`config.mk`:
```
export PLATFORM = sky130hd
export DESIGN_NAME = id_bypass_stage_flat
export DESIGN_NICKNAME = d
export VERILOG_FILES = /design/src/rtl/id_bypass_stage_pkg.sv /design/src/rtl/id_bypass_stage_if.sv /design/src/rtl/id_bypass_stage_bypass_mux.sv /design/src/rtl/id_bypass_stage.sv /design/src/flat_wrapper.sv
export SDC_FILE = /design/constraint.sdc
export NUM_CORES = 1
export LEC_CHECK = 0
export ABC_CLOCK_PERIOD_IN_PS = 5000
export CORE_AREA = 4 4 161 163
export DETAILED_ROUTE_END_ITERATION = 10
export DIE_AREA = 0 0 165 167
export DONT_BUFFER_PORTS = 1
export PLACE_DENSITY = 0.36
export RECOVER_POWER = 50
export SLEW_MARGIN = 20
export SYNTH_ARGS = -nofsm -noshare
export SYNTH_HDL_FRONTEND = slang
export SYNTH_SLANG_ARGS = --single-unit
```
`constraint.sdc`:
```
create_clock -name clk -period 5 [get_ports clk]
set_clock_uncertainty 0.2 [all_clocks]
set_input_delay 1.25 -clock clk [delete_from_list [all_inputs] [get_ports clk]]
set_output_delay 1.25 -clock clk [all_outputs]
set_load 0.01 [all_outputs]
```
`src/rtl/id_bypass_stage_pkg.sv`:
```
// rtl/id_bypass_stage_pkg.sv - shared constants, field helpers and exception codes for the decode bypass stage
//
// Purpose: single home for the decode-stage constants used by the stage,
// its bypass muxes and downstream consumers.
// Contents:
//   EXC_W / EXC_FLAG_BIT  exception code width and the "exception present" bit
//   RS_*/RT_* + rs_of/rt_of  source-register field slices of a MIPS word
//   NOP_INSTR             word stored in place of a faulting instruction
//   EXC_SELF_JUMP / EXC_RESERVED_INSTR  codes raised further down the pipe
package id_bypass_stage_pkg;

    localparam int EXC_W        = 6;
    localparam int EXC_FLAG_BIT = EXC_W - 1;

    localparam int RS_HI = 25;
    localparam int RS_LO = 21;
    localparam int RT_HI = 20;
    localparam int RT_LO = 16;

    localparam logic [31:0] NOP_INSTR = 32'h0000_0000;

    localparam logic [EXC_W-1:0] EXC_SELF_JUMP      = 6'b100000;
    localparam logic [EXC_W-1:0] EXC_RESERVED_INSTR = 6'b101010;

    function automatic logic [4:0] rs_of(input logic [31:0] instr);
        return instr[RS_HI:RS_LO];
    endfunction

    function automatic logic [4:0] rt_of(input logic [31:0] instr);
        return instr[RT_HI:RT_LO];
    endfunction

endpackage

```
`src/rtl/id_bypass_stage_if.sv`:
```
// rtl/id_bypass_stage_if.sv - fetch/regfile/bypass/execute bundle around the decode bypass stage
//
// Purpose: groups every non-clock, non-reset signal of id_bypass_stage.
// Modports:
//   master  the surrounding pipeline (fetch, regfile, producers, execute)
//   slave   the decode stage itself
// Signals:
//   in_valid/in_ready/in_pc/in_instr/in_exc/in_delay_slot  fetch-side handshake
//   flush                                                  kill held entry
//   rf_raddr1/2, rf_rdata1/2                               regfile read port
//   fwd_valid/fwd_dst/fwd_pending/fwd_data                 bypass sources (0 = youngest)
//   out_valid/out_ready/out_pc/out_instr/out_val1/out_val2/out_exc/out_delay_slot
//                                                          execute-side handshake
//   hazard_stall, stall_cnt                                interlock status
interface id_bypass_stage_if #(
    parameter int DATA_W  = 32,
    parameter int REG_W   = 5,
    parameter int NUM_FWD = 3,
    parameter int EXC_W   = 6,
    parameter int CNT_W   = 16
);

    logic                       in_valid;
    logic                       in_ready;
    logic [DATA_W-1:0]          in_pc;
    logic [31:0]                in_instr;
    logic [EXC_W-1:0]           in_exc;
    logic                       in_delay_slot;

    logic                       flush;

    logic [REG_W-1:0]           rf_raddr1;
    logic [REG_W-1:0]           rf_raddr2;
    logic [DATA_W-1:0]          rf_rdata1;
    logic [DATA_W-1:0]          rf_rdata2;

    logic [NUM_FWD-1:0]         fwd_valid;
    logic [NUM_FWD*REG_W-1:0]   fwd_dst;
    logic [NUM_FWD-1:0]         fwd_pending;
    logic [NUM_FWD*DATA_W-1:0]  fwd_data;

    logic                       out_valid;
    logic                       out_ready;
    logic [DATA_W-1:0]          out_pc;
    logic [31:0]                out_instr;
    logic [DATA_W-1:0]          out_val1;
    logic [DATA_W-1:0]          out_val2;
    logic [EXC_W-1:0]           out_exc;
    logic                       out_delay_slot;

    logic                       hazard_stall;
    logic [CNT_W-1:0]           stall_cnt;

    modport master (
        output in_valid, in_pc, in_instr, in_exc, in_delay_slot,
        output flush,
        output rf_rdata1, rf_rdata2,
        output fwd_valid, fwd_dst, fwd_pending, fwd_data,
        output out_ready,
        input  in_ready,
        input  rf_raddr1, rf_raddr2,
        input  out_valid, out_pc, out_instr, out_val1, out_val2, out_exc, out_delay_slot,
        input  hazard_stall, stall_cnt
    );

    modport slave (
        input  in_valid, in_pc, in_instr, in_exc, in_delay_slot,
        input  flush,
        input  rf_rdata1, rf_rdata2,
        input  fwd_valid, fwd_dst, fwd_pending, fwd_data,
        input  out_ready,
        output in_ready,
        output rf_raddr1, rf_raddr2,
        output out_valid, out_pc, out_instr, out_val1, out_val2, out_exc, out_delay_slot,
        output hazard_stall, stall_cnt
    );

endinterface

```
`src/rtl/id_bypass_stage_bypass_mux.sv`:
```
// rtl/id_bypass_stage_bypass_mux.sv - priority operand bypass for one source register
//
// Purpose: resolves one operand from the regfile or the youngest matching
// producer, and reports whether that value is actually available yet.
// Ports:
//   idx          in  REG_W           register index being read
//   rf_data      in  DATA_W          regfile read data for idx
//   fwd_valid    in  NUM_FWD         producer i writes a register
//   fwd_dst      in  NUM_FWD*REG_W   producer i destination index
//   fwd_pending  in  NUM_FWD         producer i result not produced yet
//   fwd_data     in  NUM_FWD*DATA_W  producer i result
//   value        out DATA_W          resolved operand
//   ready        out 1               operand usable this cycle
module bypass_mux #(
    parameter int DATA_W  = 32,
    parameter int REG_W   = 5,
    parameter int NUM_FWD = 3
) (
    input  logic [REG_W-1:0]          idx,
    input  logic [DATA_W-1:0]         rf_data,
    input  logic [NUM_FWD-1:0]        fwd_valid,
    input  logic [NUM_FWD*REG_W-1:0]  fwd_dst,
    input  logic [NUM_FWD-1:0]        fwd_pending,
    input  logic [NUM_FWD*DATA_W-1:0] fwd_data,
    output logic [DATA_W-1:0]         value,
    output logic                      ready
);

    always_comb begin
        value = rf_data;
        ready = 1'b1;
        // Walk oldest to youngest so the youngest (lowest index) match is the
        // last assignment and therefore wins.
        for (int i = NUM_FWD - 1; i >= 0; i--) begin
            if (fwd_valid[i] && (fwd_dst[i*REG_W +: REG_W] == idx)) begin
                value = fwd_data[i*DATA_W +: DATA_W];
                ready = !fwd_pending[i];
            end
        end
        // $0 is hard-wired; a producer "writing" it must never be bypassed or
        // cause an interlock.
        if (idx == '0) begin
            value = '0;
            ready = 1'b1;
        end
    end

endmodule

```
`src/rtl/id_bypass_stage.sv`:
```
// rtl/id_bypass_stage.sv - decode pipeline register with elastic handshake, operand bypass and load-use interlock
//
// Purpose: holds one decoded instruction between fetch and execute, resolves
// its rs/rt operands every cycle and withholds issue while a matching
// producer is still pending.
// Ports:
//   clk     in  1   rising-edge clock
//   resetn  in  1   asynchronous active-low reset
//   bus     slave modport of id_bypass_stage_if (fetch, regfile, bypass
//           sources, execute handshake, hazard status)
module id_bypass_stage
    import id_bypass_stage_pkg::*;
#(
    parameter int DATA_W  = 32,
    parameter int REG_W   = 5,
    parameter int NUM_FWD = 3,
    parameter int EXC_W   = id_bypass_stage_pkg::EXC_W,
    parameter int CNT_W   = 16
) (
    input  logic          clk,
    input  logic          resetn,
    id_bypass_stage_if.slave bus
);

    logic                held_valid;
    logic [DATA_W-1:0]   pc_q;
    logic [31:0]         instr_q;
    logic [EXC_W-1:0]    exc_q;
    logic                delay_slot_q;
    logic [CNT_W-1:0]    stall_cnt_q;

    logic [REG_W-1:0]    rs_idx;
    logic [REG_W-1:0]    rt_idx;
    logic [DATA_W-1:0]   val1;
    logic [DATA_W-1:0]   val2;
    logic                rdy1;
    logic                rdy2;

    logic                exc_flag;
    logic                hazard;
    logic                issue;
    logic                accept;
    logic                capture;

    assign rs_idx = REG_W'(rs_of(instr_q));
    assign rt_idx = REG_W'(rt_of(instr_q));

    bypass_mux #(
        .DATA_W  (DATA_W),
        .REG_W   (REG_W),
        .NUM_FWD (NUM_FWD)
    ) u_mux_rs (
        .idx         (rs_idx),
        .rf_data     (bus.rf_rdata1),
        .fwd_valid   (bus.fwd_valid),
        .fwd_dst     (bus.fwd_dst),
        .fwd_pending (bus.fwd_pending),
        .fwd_data    (bus.fwd_data),
        .value       (val1),
        .ready       (rdy1)
    );

    bypass_mux #(
        .DATA_W  (DATA_W),
        .REG_W   (REG_W),
        .NUM_FWD (NUM_FWD)
    ) u_mux_rt (
        .idx         (rt_idx),
        .rf_data     (bus.rf_rdata2),
        .fwd_valid   (bus.fwd_valid),
        .fwd_dst     (bus.fwd_dst),
        .fwd_pending (bus.fwd_pending),
        .fwd_data    (bus.fwd_data),
        .value       (val2),
        .ready       (rdy2)
    );

    // A faulting entry carries no real operands, so it must drain without
    // waiting on producers.
    assign exc_flag = exc_q[EXC_W-1];
    assign hazard   = held_valid && !exc_flag && !(rdy1 && rdy2);
    assign issue    = held_valid && !hazard;

    // Refill on the same edge the held entry leaves, giving full throughput.
    assign accept   = !held_valid || (issue && bus.out_ready);
    assign capture  = bus.in_valid && accept && !bus.flush;

    always_ff @(posedge clk or negedge resetn) begin
        if (!resetn) begin
            held_valid   <= 1'b0;
            pc_q         <= '0;
            instr_q      <= '0;
            exc_q        <= '0;
            delay_slot_q <= 1'b0;
            stall_cnt_q  <= '0;
        end else begin
            if (bus.flush) begin
                held_valid <= 1'b0;
            end else if (capture) begin
                held_valid   <= 1'b1;
                pc_q         <= bus.in_pc;
                // Fetch faults never reach execute as real opcodes; the NOP
                // also keeps the dead word from naming source registers.
                instr_q      <= bus.in_exc[EXC_W-1] ? NOP_INSTR : bus.in_instr;
                exc_q        <= bus.in_exc;
                delay_slot_q <= bus.in_delay_slot;
            end else if (issue && bus.out_ready) begin
                held_valid <= 1'b0;
            end

            // Performance counter survives flushes; only reset clears it.
            if (hazard && (stall_cnt_q != {CNT_W{1'b1}})) begin
                stall_cnt_q <= stall_cnt_q + 1'b1;
            end
        end
    end

    assign bus.in_ready       = accept;
    assign bus.rf_raddr1      = rs_idx;
    assign bus.rf_raddr2      = rt_idx;
    assign bus.out_valid      = issue;
    assign bus.out_pc         = pc_q;
    assign bus.out_instr      = instr_q;
    assign bus.out_val1       = val1;
    assign bus.out_val2       = val2;
    assign bus.out_exc        = exc_q;
    assign bus.out_delay_slot = delay_slot_q;
    assign bus.hazard_stall   = hazard;
    assign bus.stall_cnt      = stall_cnt_q;

endmodule

```
`src/flat_wrapper.sv`:
```
// flat-port wrapper written by rule: the top's interface ports become plain ports
module id_bypass_stage_flat import id_bypass_stage_pkg::*;
#(
    parameter int DATA_W  = 32,
    parameter int REG_W   = 5,
    parameter int NUM_FWD = 3,
    parameter int EXC_W   = id_bypass_stage_pkg::EXC_W,
    parameter int CNT_W   = 16
)
  (clk, resetn, bus_in_valid, bus_in_pc, bus_in_instr, bus_in_exc, bus_in_delay_slot, bus_flush, bus_rf_rdata1, bus_rf_rdata2, bus_fwd_valid, bus_fwd_dst, bus_fwd_pending, bus_fwd_data, bus_out_ready, bus_in_ready, bus_rf_raddr1, bus_rf_raddr2, bus_out_valid, bus_out_pc, bus_out_instr, bus_out_val1, bus_out_val2, bus_out_exc, bus_out_delay_slot, bus_hazard_stall, bus_stall_cnt);
  id_bypass_stage_if #(.DATA_W(DATA_W), .REG_W(REG_W), .NUM_FWD(NUM_FWD), .EXC_W(EXC_W), .CNT_W(CNT_W)) bus_i ();
  input  logic clk;
  input  logic resetn;
  input wire logic [$bits(bus_i.in_valid)-1:0] bus_in_valid;
  input wire logic [$bits(bus_i.in_pc)-1:0] bus_in_pc;
  input wire logic [$bits(bus_i.in_instr)-1:0] bus_in_instr;
  input wire logic [$bits(bus_i.in_exc)-1:0] bus_in_exc;
  input wire logic [$bits(bus_i.in_delay_slot)-1:0] bus_in_delay_slot;
  input wire logic [$bits(bus_i.flush)-1:0] bus_flush;
  input wire logic [$bits(bus_i.rf_rdata1)-1:0] bus_rf_rdata1;
  input wire logic [$bits(bus_i.rf_rdata2)-1:0] bus_rf_rdata2;
  input wire logic [$bits(bus_i.fwd_valid)-1:0] bus_fwd_valid;
  input wire logic [$bits(bus_i.fwd_dst)-1:0] bus_fwd_dst;
  input wire logic [$bits(bus_i.fwd_pending)-1:0] bus_fwd_pending;
  input wire logic [$bits(bus_i.fwd_data)-1:0] bus_fwd_data;
  input wire logic [$bits(bus_i.out_ready)-1:0] bus_out_ready;
  output wire logic [$bits(bus_i.in_ready)-1:0] bus_in_ready;
  output wire logic [$bits(bus_i.rf_raddr1)-1:0] bus_rf_raddr1;
  output wire logic [$bits(bus_i.rf_raddr2)-1:0] bus_rf_raddr2;
  output wire logic [$bits(bus_i.out_valid)-1:0] bus_out_valid;
  output wire logic [$bits(bus_i.out_pc)-1:0] bus_out_pc;
  output wire logic [$bits(bus_i.out_instr)-1:0] bus_out_instr;
  output wire logic [$bits(bus_i.out_val1)-1:0] bus_out_val1;
  output wire logic [$bits(bus_i.out_val2)-1:0] bus_out_val2;
  output wire logic [$bits(bus_i.out_exc)-1:0] bus_out_exc;
  output wire logic [$bits(bus_i.out_delay_slot)-1:0] bus_out_delay_slot;
  output wire logic [$bits(bus_i.hazard_stall)-1:0] bus_hazard_stall;
  output wire logic [$bits(bus_i.stall_cnt)-1:0] bus_stall_cnt;
  assign bus_i.in_valid = bus_in_valid;
  assign bus_i.in_pc = bus_in_pc;
  assign bus_i.in_instr = bus_in_instr;
  assign bus_i.in_exc = bus_in_exc;
  assign bus_i.in_delay_slot = bus_in_delay_slot;
  assign bus_i.flush = bus_flush;
  assign bus_i.rf_rdata1 = bus_rf_rdata1;
  assign bus_i.rf_rdata2 = bus_rf_rdata2;
  assign bus_i.fwd_valid = bus_fwd_valid;
  assign bus_i.fwd_dst = bus_fwd_dst;
  assign bus_i.fwd_pending = bus_fwd_pending;
  assign bus_i.fwd_data = bus_fwd_data;
  assign bus_i.out_ready = bus_out_ready;
  assign bus_in_ready = bus_i.in_ready;
  assign bus_rf_raddr1 = bus_i.rf_raddr1;
  assign bus_rf_raddr2 = bus_i.rf_raddr2;
  assign bus_out_valid = bus_i.out_valid;
  assign bus_out_pc = bus_i.out_pc;
  assign bus_out_instr = bus_i.out_instr;
  assign bus_out_val1 = bus_i.out_val1;
  assign bus_out_val2 = bus_i.out_val2;
  assign bus_out_exc = bus_i.out_exc;
  assign bus_out_delay_slot = bus_i.out_delay_slot;
  assign bus_hazard_stall = bus_i.hazard_stall;
  assign bus_stall_cnt = bus_i.stall_cnt;
  id_bypass_stage #(.DATA_W(DATA_W), .REG_W(REG_W), .NUM_FWD(NUM_FWD), .EXC_W(EXC_W), .CNT_W(CNT_W)) u_core (.clk(clk), .resetn(resetn), .bus(bus_i));
endmodule
```
==> run metrics, run 1 <==
initial antenna violation count 2; Setup WS post-layout 562 ps; Hold-fix buffers, CTS 0; Detail Placement HPWL 19.6 mm; XOR/XNOR share of the synthesized area 6.22%; CTS tree built; Hold WC Path Type flop to flop; Post-synth ARST share 100%; largest net degree at the start of global routing 89; Period minus WS final 4440 ps; post-CTS sizing 0; fin nets 919; MaxCap Viol Count 0; vias in the first global route 5,542; Compound-Gate Fraction of Synth Area 13.4%; Leakage 2.66 nW; synthesized instance count 702; YS warnings 0; largest family of logic cells by synthesized area multiplexers; CTS Root Cell clkbuf_16; Pwr per Cell Area 326 nW/um2; initial drt markers 221; total track usage 16.7%; GRT met1 Usage 16.5%; Worst-path clk slew 70 ps; final max-slew violation count 0; Net Count, Synth 960; maximum VDD drop 0.180 mV; DRC Markers 0; CP Cell Sequence xor2_1, nor4_1, buf_4, nand3_2, buf_4, a211oi_1, a21oi_1, nor2_1; Crit Reg-Reg Endpoint u_core.bus.out_exc[3]$_DFFE_PN0P_; CP max stage delay 360 ps; global-route wire length before repair 35.0 mm; EDFF count, synth 0; Setup crit start kind input pin; clock sink count 88; clock buffer count from CTS 9; commonest non-fill, non-tap cell in the layout nor2_1; routed length per placed instance 24.9 um; met3 Resource Use GR 6.55%; Worst path most repeated cell buf_4; Worst setup endpoint bus_out_val2[31]; Slew @ Worst Pin 671 ps; post-synth cell types 35; Hold Vio Cnt, Final 0; fillcell total 2,568; status completed; CTS H-Tree Depth 3; Pre-Repair DR Iteration Count 4; fmax 0.225 GHz; Crit Path Category input pin to output pin; Reg2Reg Depth 8; CP top delay family simple AND/OR/NAND/NOR gates; sequential fraction of the synthesis area 34.7%; Top Ports 421; RSZ-0062 raised after global routing no; worst reg2reg startpoint u_core.bus.out_instr[23]$_DFFE_PN0P_; Simple-Gate Fraction of Synth Area 17.3%; # port buffers 0; Initial Utilization 26.1%; met2 Use GR 31.1%; Routed Antenna Nets 0; CORE AREA 24,300 um2; worst setup path startpoint bus_fwd_dst[8]; Die W 165 um; Placement Setup Slack 548 ps; FP Rows 57; Multi-input gate area 3840 um2; critical path capture point type output pin; Post-Layout Cell Count 991; most frequent cells in the layout nor2_1 (136), dfrtp_1 (88), mux2_1 (66); synthesized area 6340 um2; CP max-delay cell nor4_1; worst skew pair latency 340 ps; GR Overflow Total 0; die area 27,600 um2; Total Wirelength 24.7 mm; Vias 5,150; Slew headroom 55.0%; critical path data required time 3550 ps; deepest clock path buffer count 2; Post-Synth Adder-Cell Area 0.197%; register bit total from synthesis 88; Synth Flop Type dfrtp_1; Avg Synthesized Cell Area 9.03 um2; Total Power 2.26 mW; CP max FO 64; Sequential Area 2200 um2; setup repair bufs after CTS 0; fraction of layout cells with a size suffix above 1 6.46%; vias per cell 5.20; critical path arrival 2990 ps; mux share of post-synthesis cell area 22.7%; period utilisation layout 88.8%; die span in y 167 um; Area Growth Syn to Fin 9.49%; buffers plus inverters on the worst setup path 2; final setup fails 0; critical path depth 8; busiest grt layer met2; flop-to-flop setup slack 1510 ps; TNS Setup 0 ps; Final GP Congestion 0.766; Cells after DPL 974
## logic make-up (layout without fill, tap and decap cells)
| kind of cell | count (synthesis) | count (layout) |
|---|---|---|
| buffers and inverters | 65 | 29 |
| XOR/XNOR | 45 | 45 |
| other | 0 | 1 |
| AND/OR/NAND/NOR | 234 | 234 |
| AO/OA/AOI/OAI | 134 | 134 |
| adder cells (fa/ha/maj) | 1 | 1 |
| multiplexers | 135 | 135 |
| flip-flops | 88 | 88 |
## cells in the mapped netlist, types with 7 or more instances
cell type  instances  area (um2)
nor2_1           142         533
dfrtp_1           88        2200
mux2_1            66         743
a211oi_1          64         480
a21oi_1           64         320
mux2i_1           64         641
xnor2_1           38         333
nor2b_1           36         225
clkbuf_1          30         113
nand3_1           17        85.1
and3_1            13        81.3
buf_4             10        75.1
nand4_1            9        56.3
buf_1              8        30.0
buf_2              8        40.0
buf_6              7        78.8
xor2_1             7        61.3
## registers in the layout, indices dropped and copies added (netlist names)
name	count
u_core.bus.stall_cnt	16
u_core.bus.out_pc	32
u_core.bus.out_exc	6
u_core.held_valid	1
u_core.bus.out_instr	32
u_core.bus.out_delay_slot	1
## cell type report
type | instances | area share [%]
multi-input combinational | 549 | 55.4
clock buffer | 10 | 3.44
antenna | 1 | 0.0360
timing repair buffer | 11 | 2.09
sequential | 88 | 31.7
clock inverter | 6 | 1.41
tap | 324 | 5.84
inverter | 2 | 0.108
## through the flow
stage          instance area (um2)  utilization (%)  hold WS [ps]
4_1_cts                       6940             28.5           368
6_report                      6940             28.5           361
2_1_floorplan                 6340                -           318
3_5_place_dp                  6600             27.1           357
3_3_place_gp                  6600             27.1           352
5_1_grt                       6940             28.5           370
## worst min-delay path by stage
stage / start / endpoint / cells after the start
floorplan: u_core.bus.stall_cnt[9]$_DFFE_PN0P_ / u_core.bus.stall_cnt[9]$_DFFE_PN0P_ / 1
global placement: u_core.bus.stall_cnt[8]$_DFFE_PN0P_ / u_core.bus.stall_cnt[8]$_DFFE_PN0P_ / 1
detailed placement: u_core.bus.out_pc[2]$_DFFE_PN0P_ / u_core.bus.out_pc[2]$_DFFE_PN0P_ / 1
CTS: u_core.bus.stall_cnt[9]$_DFFE_PN0P_ / u_core.bus.stall_cnt[9]$_DFFE_PN0P_ / 1
global route: resetn / u_core.bus.out_pc[13]$_DFFE_PN0P_ / 0
finish: u_core.bus.stall_cnt[9]$_DFFE_PN0P_ / u_core.bus.stall_cnt[9]$_DFFE_PN0P_ / 1
## report_power, final
| group | internal [mW] | leakage (nW) | total, mW | switching (mW) |
|---|---|---|---|---|
| combinational | 0.203 | 1.39 | 0.512 | 0.309 |
| clock | 0.460 | 0.166 | 0.764 | 0.304 |
| sequential | 0.811 | 1.11 | 0.987 | 0.176 |
| total | 1.47 | 2.66 | 2.26 | 0.789 |
## metal layers
metal  wire, um  part of all wire, %
met4        658                  2.7
met1       8220                   33
met2      13000                   53
met5          0                    0
met3       2840                   11
(Power assumes the default switching activity.)
==> run 2: changes to the inputs <==
- ABC_AREA: default -> 1
- CORE_AREA: 4 4 161 163 -> 4 4 159 161
- DIE_AREA: 0 0 165 167 -> 0 0 163 165
- PLACE_DENSITY: 0.36 -> 0.42
==> run metrics, run 2 <==
status completed; register bit total from synthesis 88 (unchanged); largest net degree at the start of global routing 89 (unchanged); Initial Utilization 30.9% (+4.8 points); Die W 163 um (-1.2%); EDFF count, synth 0 (unchanged); Pwr per Cell Area 290 nW/um2 (-11%); critical path capture point type output pin; CTS Root Cell clkbuf_16; Synth Flop Type dfrtp_1; Routed Antenna Nets 0 (unchanged); critical path arrival 2810 ps (-180 ps); YS warnings 0 (unchanged); CORE AREA 24,000 um2 (-1.5%); fin nets 1,399 (+52%); CP Cell Sequence inv_2, nand2_1, nand2_1, nor2_1, nand2_1, nor2_2, buf_4, inv_1, buf_4, o211ai_1, nand3_1, nand2_1, inv_1; Synth area leaders dfrtp_1 (30%), nand2_1 (18%), inv_1 (8.8%); Hold WC Path Type flop to flop; sequential fraction of the synthesis area 29.7% (-5.0 points); Leakage 4.25 nW (+60%); CP max FO 34 (-47%); Setup WS post-layout 740 ps (+178 ps); Worst setup endpoint bus_out_val2[26]; GR Overflow Total 0 (unchanged); Setup crit start kind flop; Placement Setup Slack 708 ps (+159 ps); FP Rows 57 (unchanged); Period minus WS final 4260 ps (-178 ps); global-route wire length before repair 46.3 mm (+32%); Slew headroom 37.0% (-18 points); CTS tree built; synthesized instance count 1,193 (+70%); Hold Vio Cnt, Final 0 (unchanged); final setup fails 0 (unchanged); Crit Path Category flop to output pin; fmax 0.235 GHz (+4.2%); worst setup path startpoint u_core.bus.out_instr[16]$_DFFE_PN0P_; MaxCap Viol Count 0 (unchanged); Area Growth Syn to Fin 6.62%; Net Count, Synth 1,451 (+51%); Hold-fix buffers, CTS 0 (unchanged); vias per cell 5.16 (-0.65%); Slew @ Worst Pin 943 ps (+272 ps); final max-slew violation count 0 (unchanged); Crit Reg-Reg Endpoint u_core.bus.out_instr[17]$_DFFE_PN0P_; Total Wirelength 31.7 mm (+28%); worst reg2reg startpoint u_core.bus.out_instr[17]$_DFFE_PN0P_; period utilisation layout 85.2% (-3.6 points); CP max stage delay 740 ps (+380 ps); initial antenna violation count 5 (+3); total track usage 22.1% (+5.4 points); die area 26,900 um2 (-2.4%); most frequent cells in the layout nand2_1 (359), inv_1 (174), dfrtp_1 (88), nand3_1 (81), nand4_1 (76); post-synth cell types 26 (-26%); TNS Setup 0 ps (unchanged); Post-synth ARST share 100% (unchanged); Final GP Congestion 0.848 (+11%); Reg2Reg Depth 15 (+7); # port buffers 0 (unchanged); flop-to-flop setup slack 1320 ps (-190 ps); hold slack 346 ps (-15.1 ps); share of Yosys cell area claimed by the top area cell type 29.7% (-5.0 points); post-CTS sizing 0 (unchanged); CTS H-Tree Depth 3 (unchanged); setup repair bufs after CTS 0 (unchanged); RSZ-0062 raised after global routing no; commonest non-fill, non-tap cell in the layout nand2_1; Avg Synthesized Cell Area 6.21 um2 (-31%); critical path data required time 3550 ps (about the same); maximum VDD drop 0.174 mV (-3.5%); synthesized area 7400 um2 (+17%); most instantiated cells after synthesis nand2_1 (360), inv_1 (174), dfrtp_1 (88); Pre-Repair DR Iteration Count 5 (+1); deepest clock path buffer count 2 (unchanged); clock buffer count from CTS 9 (unchanged); Worst-path clk slew 70 ps (about the same); Worst path most repeated cell nand2_1; Vias 7,605 (+48%); DRC Markers 0 (unchanged); fraction of layout cells with a size suffix above 1 11.3% (+4.9 points); Top Ports 421 (unchanged); vias in the first global route 7,480 (+35%); CP max-delay cell dfrtp_1; worst skew pair latency 350 ps (about the same); clock sink count 88 (unchanged); die span in y 165 um (-1.2%); cell taking the most area after synthesis dfrtp_1; Detail Placement HPWL 23.2 mm (+18%); initial drt markers 550 (+150%); routed length per placed instance 21.5 um (-14%); most common cell in the synthesized netlist nand2_1
run 2: changes by cell type after synthesis, sizes merged, moves of 19 or more:
cell and change:
nand4 +67, mux2 -71, mux2i -64, a211oi -64
o211ai +64, o21ai +19, clkbuf +20, xnor2 -31
inv +186, nor2 -74, or2 +64, nand2 +354
nand3 +64, nor2b -36
run 2: power breakdown:
part	internal (mW)	total (mW)	leakage (nW)	switching, mW
clock network	0.353	0.691	0.143	0.338
logic	0.214	0.648	2.97	0.434
registers	0.798	0.953	1.14	0.155
run 2: worst min path at each step:
| stage | startpoint | endpoint | slack (ps) | cells after the start |
|---|---|---|---|---|
| floorplan | u_core.bus.out_pc[21]$_DFFE_PN0P_ | u_core.bus.out_pc[21]$_DFFE_PN0P_ | 310 | 2 |
| global placement | u_core.bus.out_pc[4]$_DFFE_PN0P_ | u_core.bus.out_pc[4]$_DFFE_PN0P_ | 330 | 2 |
| detailed placement | u_core.bus.out_instr[8]$_DFFE_PN0P_ | u_core.bus.out_instr[8]$_DFFE_PN0P_ | 330 | 2 |
| CTS | u_core.bus.out_instr[8]$_DFFE_PN0P_ | u_core.bus.out_instr[8]$_DFFE_PN0P_ | 350 | 2 |
| global route | resetn | u_core.bus.out_pc[12]$_DFFE_PN0P_ | 360 | 0 |
| finish | u_core.bus.out_pc[0]$_DFFE_PN0P_ | u_core.bus.out_pc[0]$_DFFE_PN0P_ | 350 | 2 |
run 2: critical path: cells and delay by family, from the launching register on:
| family | cells | cell delay [ps] |
|---|---|---|
| flip-flops | 1 | 740 |
| buffers and inverters | 5 | 880 |
| AND/OR/NAND/NOR | 7 | 600 |
| AO/OA/AOI/OAI | 1 | 200 |
run 2: through the flow:
stage | total power, mW | util (%) | cell area [um2] | instances
floorplan | 1.45 | - | 7400 | 1193
global placement | 1.62 | 31.7 | 7590 | 1454
detailed placement | 1.62 | 31.7 | 7590 | 1454
CTS | 2.32 | 32.9 | 7890 | 1470
global route | 2.45 | 32.9 | 7890 | 1473
finish | 2.29 | 32.9 | 7890 | 1473
run 2: routing by layer:
metal	share of wire (%)	vias up	global-route usage, %
met5	0.11	-	0
met4	2.1	4	6.29
met3	9.7	47	8.14
met2	49	323	37.9
met1	39	3529	26.0
li1	-	3702	-
run 2: area by class of cell:
type                    instances  area [um2]
fillers                      2775       16100
multi-input cells             829        4080
flip-flops and latches         88        2200
inverters                     188         706
well taps                     324         405
clock buffers                   9         225
repair buffers                 25         200
clock inverters                 7        72.6
diodes                          3        7.51
run 2: cells by family after synthesis:
| group | synth area share (%) |
|---|---|
| xor gates and xnor gates | 1.77 |
| adders and majority gates | 0.169 |
| buffers and inverters | 15.5 |
| and+or+nand+nor | 40.4 |
| AOI/OAI and AO/OA | 12.4 |
| DFF | 29.7 |
